==> config.mk <==
export PLATFORM = sky130hd
export DESIGN_NAME = demux_rr_lanes
export DESIGN_NICKNAME = d
export VERILOG_FILES = /design/src/rtl/demux_rr_lanes.sv
export SDC_FILE = /design/constraint.sdc
export NUM_CORES = 1
export LEC_CHECK = 0
export BUFFER_PORTS_ARGS = -buffer_cell sky130_fd_sc_hd__buf_2
export CORE_MARGIN = 10
export CORE_UTILIZATION = 49
export CTS_BUF_LIST = sky130_fd_sc_hd__clkbuf_16
export DETAILED_ROUTE_END_ITERATION = 16
export PLACE_DENSITY = 0.82
export SYNTH_ARGS = -nofsm -noshare
export SYNTH_HDL_FRONTEND = slang
export SYNTH_SLANG_ARGS = --single-unit
==> constraint.sdc <==
create_clock -name clk_2f -period 2.65 [get_ports clk_2f]
set_input_delay 0.265 -clock clk_2f [delete_from_list [all_inputs] [get_ports clk_2f]]
set_output_delay 0.265 -clock clk_2f [all_outputs]
set_load 0.05 [all_outputs]
==> src/rtl/demux_rr_lanes.sv <==
// demux_rr_lanes: 1-to-LANES round-robin demultiplexer with per-lane holding
// registers and valid/ready handshakes. The lane pointer returns to lane 0
// after IDLE_RST idle input cycles.
// Optional feature macro: DEMUX_RR_STALL_CNT_EN adds a saturating 8-bit
// stall counter output (stall_cnt).
module demux_rr_lanes #(
  parameter int DATA_W   = 8,
  parameter int LANES    = 4,
  parameter int IDLE_RST = 1,
  localparam int SEL_W   = $clog2(LANES)
) (
  input  logic                    clk_2f,
  input  logic                    reset,
  input  logic [DATA_W-1:0]       data_in,
  input  logic                    valid_in,
  output logic                    ready_in,
  output logic [LANES*DATA_W-1:0] data_out,
  output logic [LANES-1:0]        valid_out,
  input  logic [LANES-1:0]        ready_out,
  output logic [SEL_W-1:0]        lane_sel
`ifdef DEMUX_RR_STALL_CNT_EN
  ,
  output logic [7:0]              stall_cnt
`endif
);

  localparam int IDLE_W = (IDLE_RST < 1) ? 1 : $clog2(IDLE_RST + 1);
  localparam logic [SEL_W-1:0]  LAST_LANE = SEL_W'(LANES - 1);
  localparam logic [IDLE_W-1:0] IDLE_MAX  = IDLE_W'(IDLE_RST);

  typedef enum logic {
    ALIGNED = 1'b0,
    FILLING = 1'b1
  } state_t;

  state_t                   r_state;
  logic [SEL_W-1:0]         r_ptr;
  logic [IDLE_W-1:0]        r_idleCnt;
  logic [LANES*DATA_W-1:0]  r_dataOut;
  logic [LANES-1:0]         r_validOut;

  logic                     w_readyIn;
  logic                     w_accept;
  logic [IDLE_W-1:0]        w_idleNext;
  logic                     w_realign;
  logic [SEL_W-1:0]         w_ptrInc;

  // Handshake toward the un-striper: the current lane can take a word if it is
  // empty or is being emptied by its consumer this cycle.
  always_comb begin
    w_readyIn = !r_validOut[r_ptr] || ready_out[r_ptr];
    w_accept  = valid_in && w_readyIn;
    w_ptrInc  = (r_ptr == LAST_LANE) ? '0 : r_ptr + 1'b1;
  end

  // Next idle count and the re-alignment decision; re-alignment happens on the
  // edge where the count reaches the threshold, so the next word goes to lane 0.
  always_comb begin
    w_idleNext = r_idleCnt;
    if (valid_in) begin
      w_idleNext = '0;
    end else if (r_idleCnt != IDLE_MAX) begin
      w_idleNext = r_idleCnt + 1'b1;
    end
    w_realign = (IDLE_RST != 0) && !valid_in && (w_idleNext == IDLE_MAX) &&
                (r_state == FILLING);
  end

  // Group FSM: tracks whether a group is in progress and owns the lane pointer
  // and the idle counter. An accept always takes priority over re-alignment.
  always_ff @(posedge clk_2f or negedge reset) begin
    if (!reset) begin
      r_state   <= ALIGNED;
      r_ptr     <= '0;
      r_idleCnt <= '0;
    end else begin
      r_idleCnt <= w_idleNext;
      if (w_accept) begin
        r_ptr   <= w_ptrInc;
        r_state <= (r_ptr == LAST_LANE) ? ALIGNED : FILLING;
      end else if (w_realign) begin
        r_ptr   <= '0;
        r_state <= ALIGNED;
      end
    end
  end

  // Lane holding registers: a load beats a drain on the same lane, and data is
  // kept (not cleared) when a lane drains.
  always_ff @(posedge clk_2f or negedge reset) begin
    if (!reset) begin
      r_dataOut  <= '0;
      r_validOut <= '0;
    end else begin
      for (int i = 0; i < LANES; i++) begin
        if (w_accept && (r_ptr == SEL_W'(i))) begin
          r_dataOut[i*DATA_W +: DATA_W] <= data_in;
          r_validOut[i]                 <= 1'b1;
        end else if (r_validOut[i] && ready_out[i]) begin
          r_validOut[i] <= 1'b0;
        end
      end
    end
  end

`ifdef DEMUX_RR_STALL_CNT_EN
  logic [7:0] r_stallCnt;

  // Saturating count of cycles where upstream offered a word we could not take.
  always_ff @(posedge clk_2f or negedge reset) begin
    if (!reset) begin
      r_stallCnt <= '0;
    end else if (valid_in && !w_readyIn && (r_stallCnt != 8'hFF)) begin
      r_stallCnt <= r_stallCnt + 8'd1;
    end
  end

  assign stall_cnt = r_stallCnt;
`endif

  assign ready_in  = w_readyIn;
  assign data_out  = r_dataOut;
  assign valid_out = r_validOut;
  assign lane_sel  = r_ptr;

endmodule
==> results of run 1 <==
synthesized netlist by cell type:
cell       n
dfrtp_1   39
mux2_2    25
mux2_4     7
ha_1       4
nand2_1    4
nand3_1    4
and3_1     3
clkbuf_1   3
a32o_1     2
buf_6      2
inv_1      2
mux2i_1    2
nand2b_1   2
nand2b_4   2
and2_1     1
and3_4     1
buf_2      1
inv_2      1
mux4_2     1
nor2_1     1
worst max-delay path: stages (launching register included):
cell and delay (ns):
dfrtp_1 0.43, inv_2 0.10, mux4_2 0.64, and3_1 0.40
mux2_2 0.34
how the worst max path moves through the flow:
stage	slack, ns	cells after the start	end	start
floorplan	0.47	6	data_out[10]	lane_sel[1]
global placement	0.69	4	data_out[30]	lane_sel[1]
detailed placement	0.61	4	data_out[28]	lane_sel[1]
CTS	0.60	4	data_out[28]	lane_sel[1]
global route	0.54	4	data_out[26]	lane_sel[1]
finish	0.62	4	data_out[28]	lane_sel[1]
layout make-up:
class / count / area share
clock inverter: 3 / 0.0204
inverter: 3 / 0.00539
clock buffer: 5 / 0.0599
timing repair buffer: 53 / 0.127
multi-input combinational: 59 / 0.294
sequential: 39 / 0.467
tap: 44 / 0.0263
through the flow:
stage          hold slack [ns]  cells  setup slack [ns]
2_1_floorplan          -0.0306    107             0.469
3_3_place_gp             0.395    198             0.691
3_5_place_dp             0.412    198             0.606
4_1_cts                  0.109    206             0.600
5_1_grt                  0.145    206             0.543
6_report                0.0796    206             0.621
kinds of logic after synthesis:
family / count (synthesis) / share of synthesized area
buffers and inverters: 9 / 0.0305
DFF: 39 / 0.595
AOI/OAI and AO/OA: 2 / 0.0122
and+or+nand+nor: 18 / 0.0702
adders and majority gates: 4 / 0.0305
muxes: 35 / 0.262
flip-flops by register name (all words and copies together), names as in the netlist:
register   cells
r_state        1
lane_sel       2
data_out      32
valid_out      4
cell usage in the layout (no fill, tap or decap), drive strengths merged:
| master | synthesis | layout |
|---|---|---|
| buf | 3 | 53 |
| dfrtp | 39 | 39 |
| mux2 | 32 | 32 |
| clkbuf | 3 | 5 |
| nand3 | 4 | 4 |
| nand2 | 4 | 4 |
| ha | 4 | 4 |
| and3 | 4 | 4 |
| nand2b | 4 | 4 |
| inv | 3 | 4 |
| mux2i | 2 | 2 |
| a32o | 2 | 2 |
| mux4 | 1 | 1 |
| nor2 | 1 | 1 |
| and2 | 1 | 1 |
| clkinv | 0 | 1 |
| bufinv | 0 | 1 |
metal layers:
layer / wire length, um / share of wire
met1: 1400 / 0.38
met2: 1940 / 0.52
met3: 284 / 0.076
met4: 101 / 0.027
met5: 0 / 0
==> qor.yml, run 1 <==
netlist_instances: 107
met1_usage: 0.126
cp_max_fo: 13
dieArea_um2: 6060
fin_setup_tns_ns: 0
max_clock_freq_mhz: 493
cts_buffer_depth: 2
drive_gt1_frac: 0.599
ctsHoldBuffers: 0
via_count: 1042
htree_levels: 2
dpl.hpwl_um: 2780
min_period_over_period: 0.766
cts_tree: "done"
timing.final.crit_period_ns: 2.03
layout-area-overhead-vs-synth_pct: 27.4
r2r-start: "lane_sel[1]"
worstSkewPairLatency_ns: 0.28
outcome: "completed"
overflow: 0
regToRegSetupSlack_ns: 0.62
yosysTopAreaCellShare: 0.595
start_kind: "flop"
rr_worst_depth: 4
yosysTopAreaCell: "dfrtp_1"
avgViaCountPerCell: 5.06
max-slew-margin-rel: 0.444
antenna_found_initial: 0
grt_pass1_wl_um: 6130
drv_cap: 0
post_cts_buffers: 0
grt_usage: 0.131
fp.dieW_um: 77.9
skew_ns: 0.00428
hold_class: "in2async"
r2r-end: "data_out[28]"
floorplan.initialDensity: 0.524
ys_top_cells_by_area: "dfrtp_1 59%, mux2_2 17%, mux2_4 6.4%"
rsz0062_at_grt: "false"
arrival_ns: 2.19
cts_resized: 0
tightest_slew_ns: 0.834
met3_usage: 0.0611
drt-pass1-iter-count: 4
final_cell_area_um2: 2090
cp_data_required_time_ns: 2.81
syn_area_per_cell_um2: 15.3
final_util: 0.668
clockRootBuffer: "clkbuf_16"
hold_viol: 0
gp_congestion: 0.851
crit_type: "reg2reg"
finalSetupViolCount: 0
ys_types: 20
grt_max_degree: 40
yosys_warnings: 0
grt_pass1_vias: 1184
numCtsBuffers: 5
synth_nets: 126
ys_seq_area_frac: 0.595
ant_nets: 0
fill_cells: 224
place_area_um2: 1920
drc_errors: 0
gr-usage-met2: 0.229
multiInputGateArea_um2: 614
regArea_um2: 976
io_buffers: 53
io_pins: 54
nets: 180
grt_busiest_layer: "met2"
routedWlPerCell_um: 18.1
core_area_um2: 3130
path_clk_slew_ns: 0.06
cts_sinks: 39
cp-end-kind: "flop"
netlist_area_um2: 1640
die_y_um: 77.9
slew_violations: 0
wirelength_um: 3730
drt_iter0_markers: 55
n_antenna_cell: 0
placementRows: 20
synth_seq_cells: 39
Power of run 1 is not shown: default switching activity piles up to over one toggle a cycle in this logic, so the estimate is an artifact.
==> inputs of run 2 (changes only) <==
==> constraint.sdc (replaced) <==
create_clock -name clk_2f -period 1.89 [get_ports clk_2f]
set_input_delay 0.189 -clock clk_2f [delete_from_list [all_inputs] [get_ports clk_2f]]
set_output_delay 0.189 -clock clk_2f [all_outputs]
set_load 0.05 [all_outputs]
==> qor.yml, run 2 (same netlist as run 1, synthesis figures left out) <==
tightest_slew_ns: 0.838  # was 0.834 ns
avgViaCountPerCell: 5.02  # was 5.06
crit_type: "reg2out"  # was reg2reg
outcome: "completed"  # unchanged
layout-area-overhead-vs-synth_pct: 30.1  # was 27.4%
nets: 186  # was 180
grt_pass1_vias: 1236  # was 1,184
timing.final.crit_period_ns: 1.85
holdWs_ns: 0.00825  # was 0.0796 ns
placementRows: 20  # unchanged
finalSetupViolCount: 0  # unchanged
numCtsBuffers: 5  # unchanged
grt_max_degree: 40  # unchanged
drt_iter0_markers: 89  # was 55
io_buffers: 53  # unchanged
cpPeakStageDelay_ns: 0.60  # was 0.64 ns
crit_family: "multiplexers"  # unchanged
layout_common_cells: "52 x buf_2, 33 x dfrtp_1, 25 x mux2_2, 7 x mux2_4, 6 x dfrtp_2"  # was 53 x buf_2, 39 x dfrtp_1, 25 x mux2_2, 7 x mux2_4, 5 x clkbuf_16
core_area_um2: 3130  # unchanged
slew_violations: 0  # unchanged
ant_nets: 0  # unchanged
slowest_stage: "mux4_2"  # unchanged
gp_congestion: 0.789  # was 0.851
htree_levels: 2  # unchanged
fp.dieW_um: 77.9  # unchanged
grt_usage: 0.133  # was 0.131
path_clk_slew_ns: 0.06  # about the same
hold_class: "in2async"  # unchanged
wirelength_um: 3780  # was 3730 um
min_period_over_period: 0.979
largest_reg_flops: 32  # unchanged
drc_errors: 0  # unchanged
antenna_found_initial: 0  # unchanged
path_cells: "inv_2, mux4_2, buf_6, buf_8"  # was inv_2, mux4_2, and3_1, mux2_2
max_clock_freq_mhz: 540
hold_viol: 0  # unchanged
drive_gt1_frac: 0.655  # was 0.599
max-slew-margin-rel: 0.441  # was 0.444
via_count: 1064  # was 1,042
fin_setup_tns_ns: 0  # unchanged
dieArea_um2: 6060  # unchanged
skew_ns: 0.00410  # was 0.00428 ns
cp_max_fo: 8  # was 13
dpl.hpwl_um: 2800  # was 2780 um
n_antenna_cell: 0  # unchanged
die_y_um: 77.9  # unchanged
layout_commonest_cell: "buf_2"  # unchanged
critical_path_buf_inv_count: 3  # was 1
cp_data_required_time_ns: 1.70  # was 2.81 ns
clockRootBuffer: "clkbuf_16"  # unchanged
drv_cap: 0  # unchanged
cts_tree: "done"  # unchanged
drt-pass1-iter-count: 4  # unchanged
start_kind: "flop"  # unchanged
cts_buffer_depth: 2  # unchanged
floorplan.initialDensity: 0.524  # unchanged
arrival_ns: 1.66  # was 2.19 ns
worstSkewPairLatency_ns: 0.28  # about the same
grt_pass1_wl_um: 6380  # was 6130 um
io_pins: 54  # unchanged
overflow: 0  # unchanged
cp-end-kind: "primary output"  # was flop
rsz0062_at_grt: "true"  # was false
routedWlPerCell_um: 17.8  # was 18.1 um
regToRegSetupSlack_ns: 0.05  # was 0.62 ns
cts_sinks: 39  # unchanged
## run 2: cell count changes in the layout (fill, tap and decap cells not counted), moves of 2 or more
| cell | before | now |
|---|---|---|
| buf_4 | 0 | 4 |
| dfrtp_1 | 39 | 33 |
| buf_6 | 0 | 2 |
| dfrtp_2 | 0 | 6 |
## run 2: path summary, 6_finish.rpt
kind	from	to	cells past startpoint
max	lane_sel[1]	ready_in	4
min	reset	data_out[13]	1
max reg2reg	lane_sel[1]	data_out[8]	5
min reg2reg	data_out[31]	data_out[31]	1
max in group asynchronous	reset	valid_out[2]	1
min in group clk_2f	ready_out[0]	valid_out[0]	3
## run 2: cell type report
type / count / area (um2)
Tap cell: 44 / 55.1
Sequential cell: 39 / 983
Fill cell: 224 / 993
Inverter: 3 / 11.3
Timing Repair Buffer: 59 / 328
Clock inverter: 3 / 16.3
Multi-Input combinational cell: 59 / 616
Clock buffer: 5 / 125
## run 2: per-layer routing
layer / part of all wire / GRT usage / up-vias
met2: 0.48 / 0.211 / 36
met5: 0 / 0 / -
met3: 0.062 / 0.0449 / 8
met4: 0.027 / 0.0803 / 0
li1: - / - / 493
met1: 0.43 / 0.151 / 527
## run 2: what timing repair did
item                                    CTS  global route
cloned                                    0             0
pin swaps                                 0             0
endpoints found under the setup margin    9            18
endpoints found under the hold margin     0             0
hold buffers                              0             0
buffers inserted                          2             2
gates resized for setup                   2             4
## run 2: stage by stage
stage | cells | util | worst slack (ns) | instance area [um2]
after floorplan | 107 | - | -0.155 | 1680
after global placement | 200 | 0.622 | 0.0366 | 1940
after detailed placement | 200 | 0.622 | -0.0105 | 1940
after CTS | 210 | 0.674 | 0.0101 | 2110
after global routing | 212 | 0.682 | -0.0160 | 2130
final | 212 | 0.682 | 0.0398 | 2130
Power of run 2 is left out for the same reason.
==> inputs of run 3 (changes only) <==
--- a/config.mk
+++ b/config.mk
@@ -7,10 +7,10 @@
 export LEC_CHECK = 0
 export BUFFER_PORTS_ARGS = -buffer_cell sky130_fd_sc_hd__buf_2
 export CORE_MARGIN = 10
-export CORE_UTILIZATION = 49
+export CORE_UTILIZATION = 44
 export CTS_BUF_LIST = sky130_fd_sc_hd__clkbuf_16
 export DETAILED_ROUTE_END_ITERATION = 16
-export PLACE_DENSITY = 0.82
+export PLACE_DENSITY = 0.78
 export SYNTH_ARGS = -nofsm -noshare
 export SYNTH_HDL_FRONTEND = slang
 export SYNTH_SLANG_ARGS = --single-unit
==> constraint.sdc (replaced) <==
create_clock -name clk_2f -period 1.5 [get_ports clk_2f]
set_input_delay 0.15 -clock clk_2f [delete_from_list [all_inputs] [get_ports clk_2f]]
set_output_delay 0.15 -clock clk_2f [all_outputs]
set_load 0.05 [all_outputs]
==> qor.yml, run 3 (same netlist as run 1, synthesis figures left out) <==
outcome: "finished, violations left"  # was completed
violations: "negative setup slack"
cts_buffer_depth: 2  # unchanged
skew_ns: 0.00178  # was 0.00410 ns
drv_cap: 0  # unchanged
io_buffers: 53  # unchanged
layout_commonest_cell: "buf_2"  # unchanged
drive_gt1_frac: 0.718  # was 0.655
start_kind: "flop"  # unchanged
tightest_slew_ns: 0.470  # was 0.838 ns
placementRows: 22  # was 20
fp.dieW_um: 81.1  # was 77.9 um
hold_class: "in2reg"  # was in2async
cp_data_required_time_ns: 1.35  # was 1.70 ns
min_period_over_period: 1.18
core_area_um2: 3630  # was 3130 um2
cp-end-kind: "primary output"  # unchanged
drc_errors: 0  # unchanged
path_clk_slew_ns: 0.05  # was 0.06 ns
regArea_um2: 983  # unchanged
drt-pass1-iter-count: 5  # was 4
cpPeakStageDelay_ns: 0.58  # was 0.60 ns
critical_path_buf_inv_count: 3  # unchanged
n_antenna_cell: 0  # unchanged
hold_viol: 0  # unchanged
fin_ws_ns: -0.276  # was 0.0398 ns
floorplan.initialDensity: 0.451  # was 0.524
path_cells: "inv_2, mux4_2, buf_6, buf_8"  # unchanged
crit_family: "multiplexers"  # unchanged
clockRootBuffer: "clkbuf_16"  # unchanged
nets: 196  # was 186
gp_congestion: 0.759  # was 0.789
cp_max_fo: 6  # was 8
largest_reg_flops: 32  # unchanged
dieArea_um2: 6570  # was 6060 um2
timing.final.crit_period_ns: 1.78
layout-area-overhead-vs-synth_pct: 40.0  # was 30.1%
overflow: 0  # unchanged
htree_levels: 2  # unchanged
place_area_um2: 2030  # was 1940 um2
grt_usage: 0.122  # was 0.133
die_y_um: 81.1  # was 77.9 um
rsz0062_at_grt: "true"  # unchanged
layout_common_cells: "52 x buf_2, 33 x dfrtp_1, 21 x mux2_2, 12 x buf_4, 11 x mux2_4"  # was 52 x buf_2, 33 x dfrtp_1, 25 x mux2_2, 7 x mux2_4, 6 x dfrtp_2
fin_setup_tns_ns: -7.92  # was 0 ns
cts_tree: "done"  # unchanged
drt_iter0_markers: 54  # was 89
routedWlPerCell_um: 17.0  # was 17.8 um
slew_violations: 0  # unchanged
dpl.hpwl_um: 2940  # was 2800 um
arrival_ns: 1.63  # was 1.66 ns
numCtsBuffers: 5  # unchanged
cts_sinks: 39  # unchanged
crit_type: "reg2out"  # unchanged
grt_max_degree: 40  # unchanged
worstSkewPairLatency_ns: 0.27  # was 0.28 ns
avgViaCountPerCell: 4.92  # was 5.02
max-slew-margin-rel: 0.687  # was 0.441
wirelength_um: 3840  # was 3780 um
antenna_found_initial: 0  # unchanged
grt_pass1_vias: 1237  # was 1,236
slowest_stage: "mux4_2"  # unchanged
final_cell_area_um2: 2300  # was 2130 um2
multiInputGateArea_um2: 698  # was 616 um2
grt_pass1_wl_um: 6180  # was 6380 um
finalSetupViolCount: 38  # was 0
io_pins: 54  # unchanged
via_count: 1108  # was 1,064
max_clock_freq_mhz: 563
ant_nets: 0  # unchanged
fill_cells: 294  # was 224
run 3: changes by cell type in the layout (fill, tap and decap cells not counted), sizes merged:
cell | before | now
buf | 59 | 68
clkinv | 1 | 2
clkinvlp | 1 | 0
dlygate4sd3 | 0 | 1
inv | 4 | 3
run 3: what timing repair did:
action                                  CTS  global route
hold buffers                              1             0
endpoints found under the setup margin   39            40
resized for setup                        22             4
setup buffers                             2             0
endpoints found under the hold margin    39             0
pin swaps                                 4             5
run 3: worst paths after layout:
check | from | endpoint | slack, ns | cells after the start
worst max-delay path | lane_sel[1] | ready_in | -0.28 | 4
worst min-delay path | data_in[0] | data_out[8] | 0.15 | 2
worst min register to register | data_out[1] | data_out[1] | 0.50 | 1
max in group asynchronous | reset | valid_out[3] | 0.69 | 3
min in group asynchronous | reset | data_out[4] | 0.45 | 3
worst max register to register | lane_sel[1] | data_out[22] | -0.25 | 4
run 3: worst reg2reg max path: cells and delay by family (launching register included):
family / cells / cell delay [ns]
buffers and inverters: 1 / 0.07
DFF: 1 / 0.40
muxes: 2 / 0.86
and+or+nand+nor: 1 / 0.31
run 3: metrics by stage:
stage               worst slack (ns)  hold slack [ns]  instances   util
floorplan                     -0.545           -0.146        107      -
global placement              -0.284            0.216        215  0.559
detailed placement            -0.332            0.224        215  0.559
CTS                           -0.269            0.142        225  0.627
global route                  -0.315            0.142        225  0.632
finish                        -0.276            0.148        225  0.632
run 3: final cells by class:
| type | count | share of cell area |
|---|---|---|
| sequential | 39 | 0.428 |
| multi-input combinational | 59 | 0.304 |
| timing repair buffer | 69 | 0.178 |
| clock buffer | 5 | 0.0545 |
| tap | 48 | 0.0262 |
| inverter | 3 | 0.00490 |
| clock inverter | 2 | 0.00381 |
run 3: layer usage:
layer	track usage	vias up	part of all wire
met5	0	-	0
met4	0.0363	0	0.0081
met3	0.0640	4	0.12
met2	0.200	45	0.49
met1	0.136	545	0.38
li1	-	514	-
Power of run 3 is left out for the same reason.
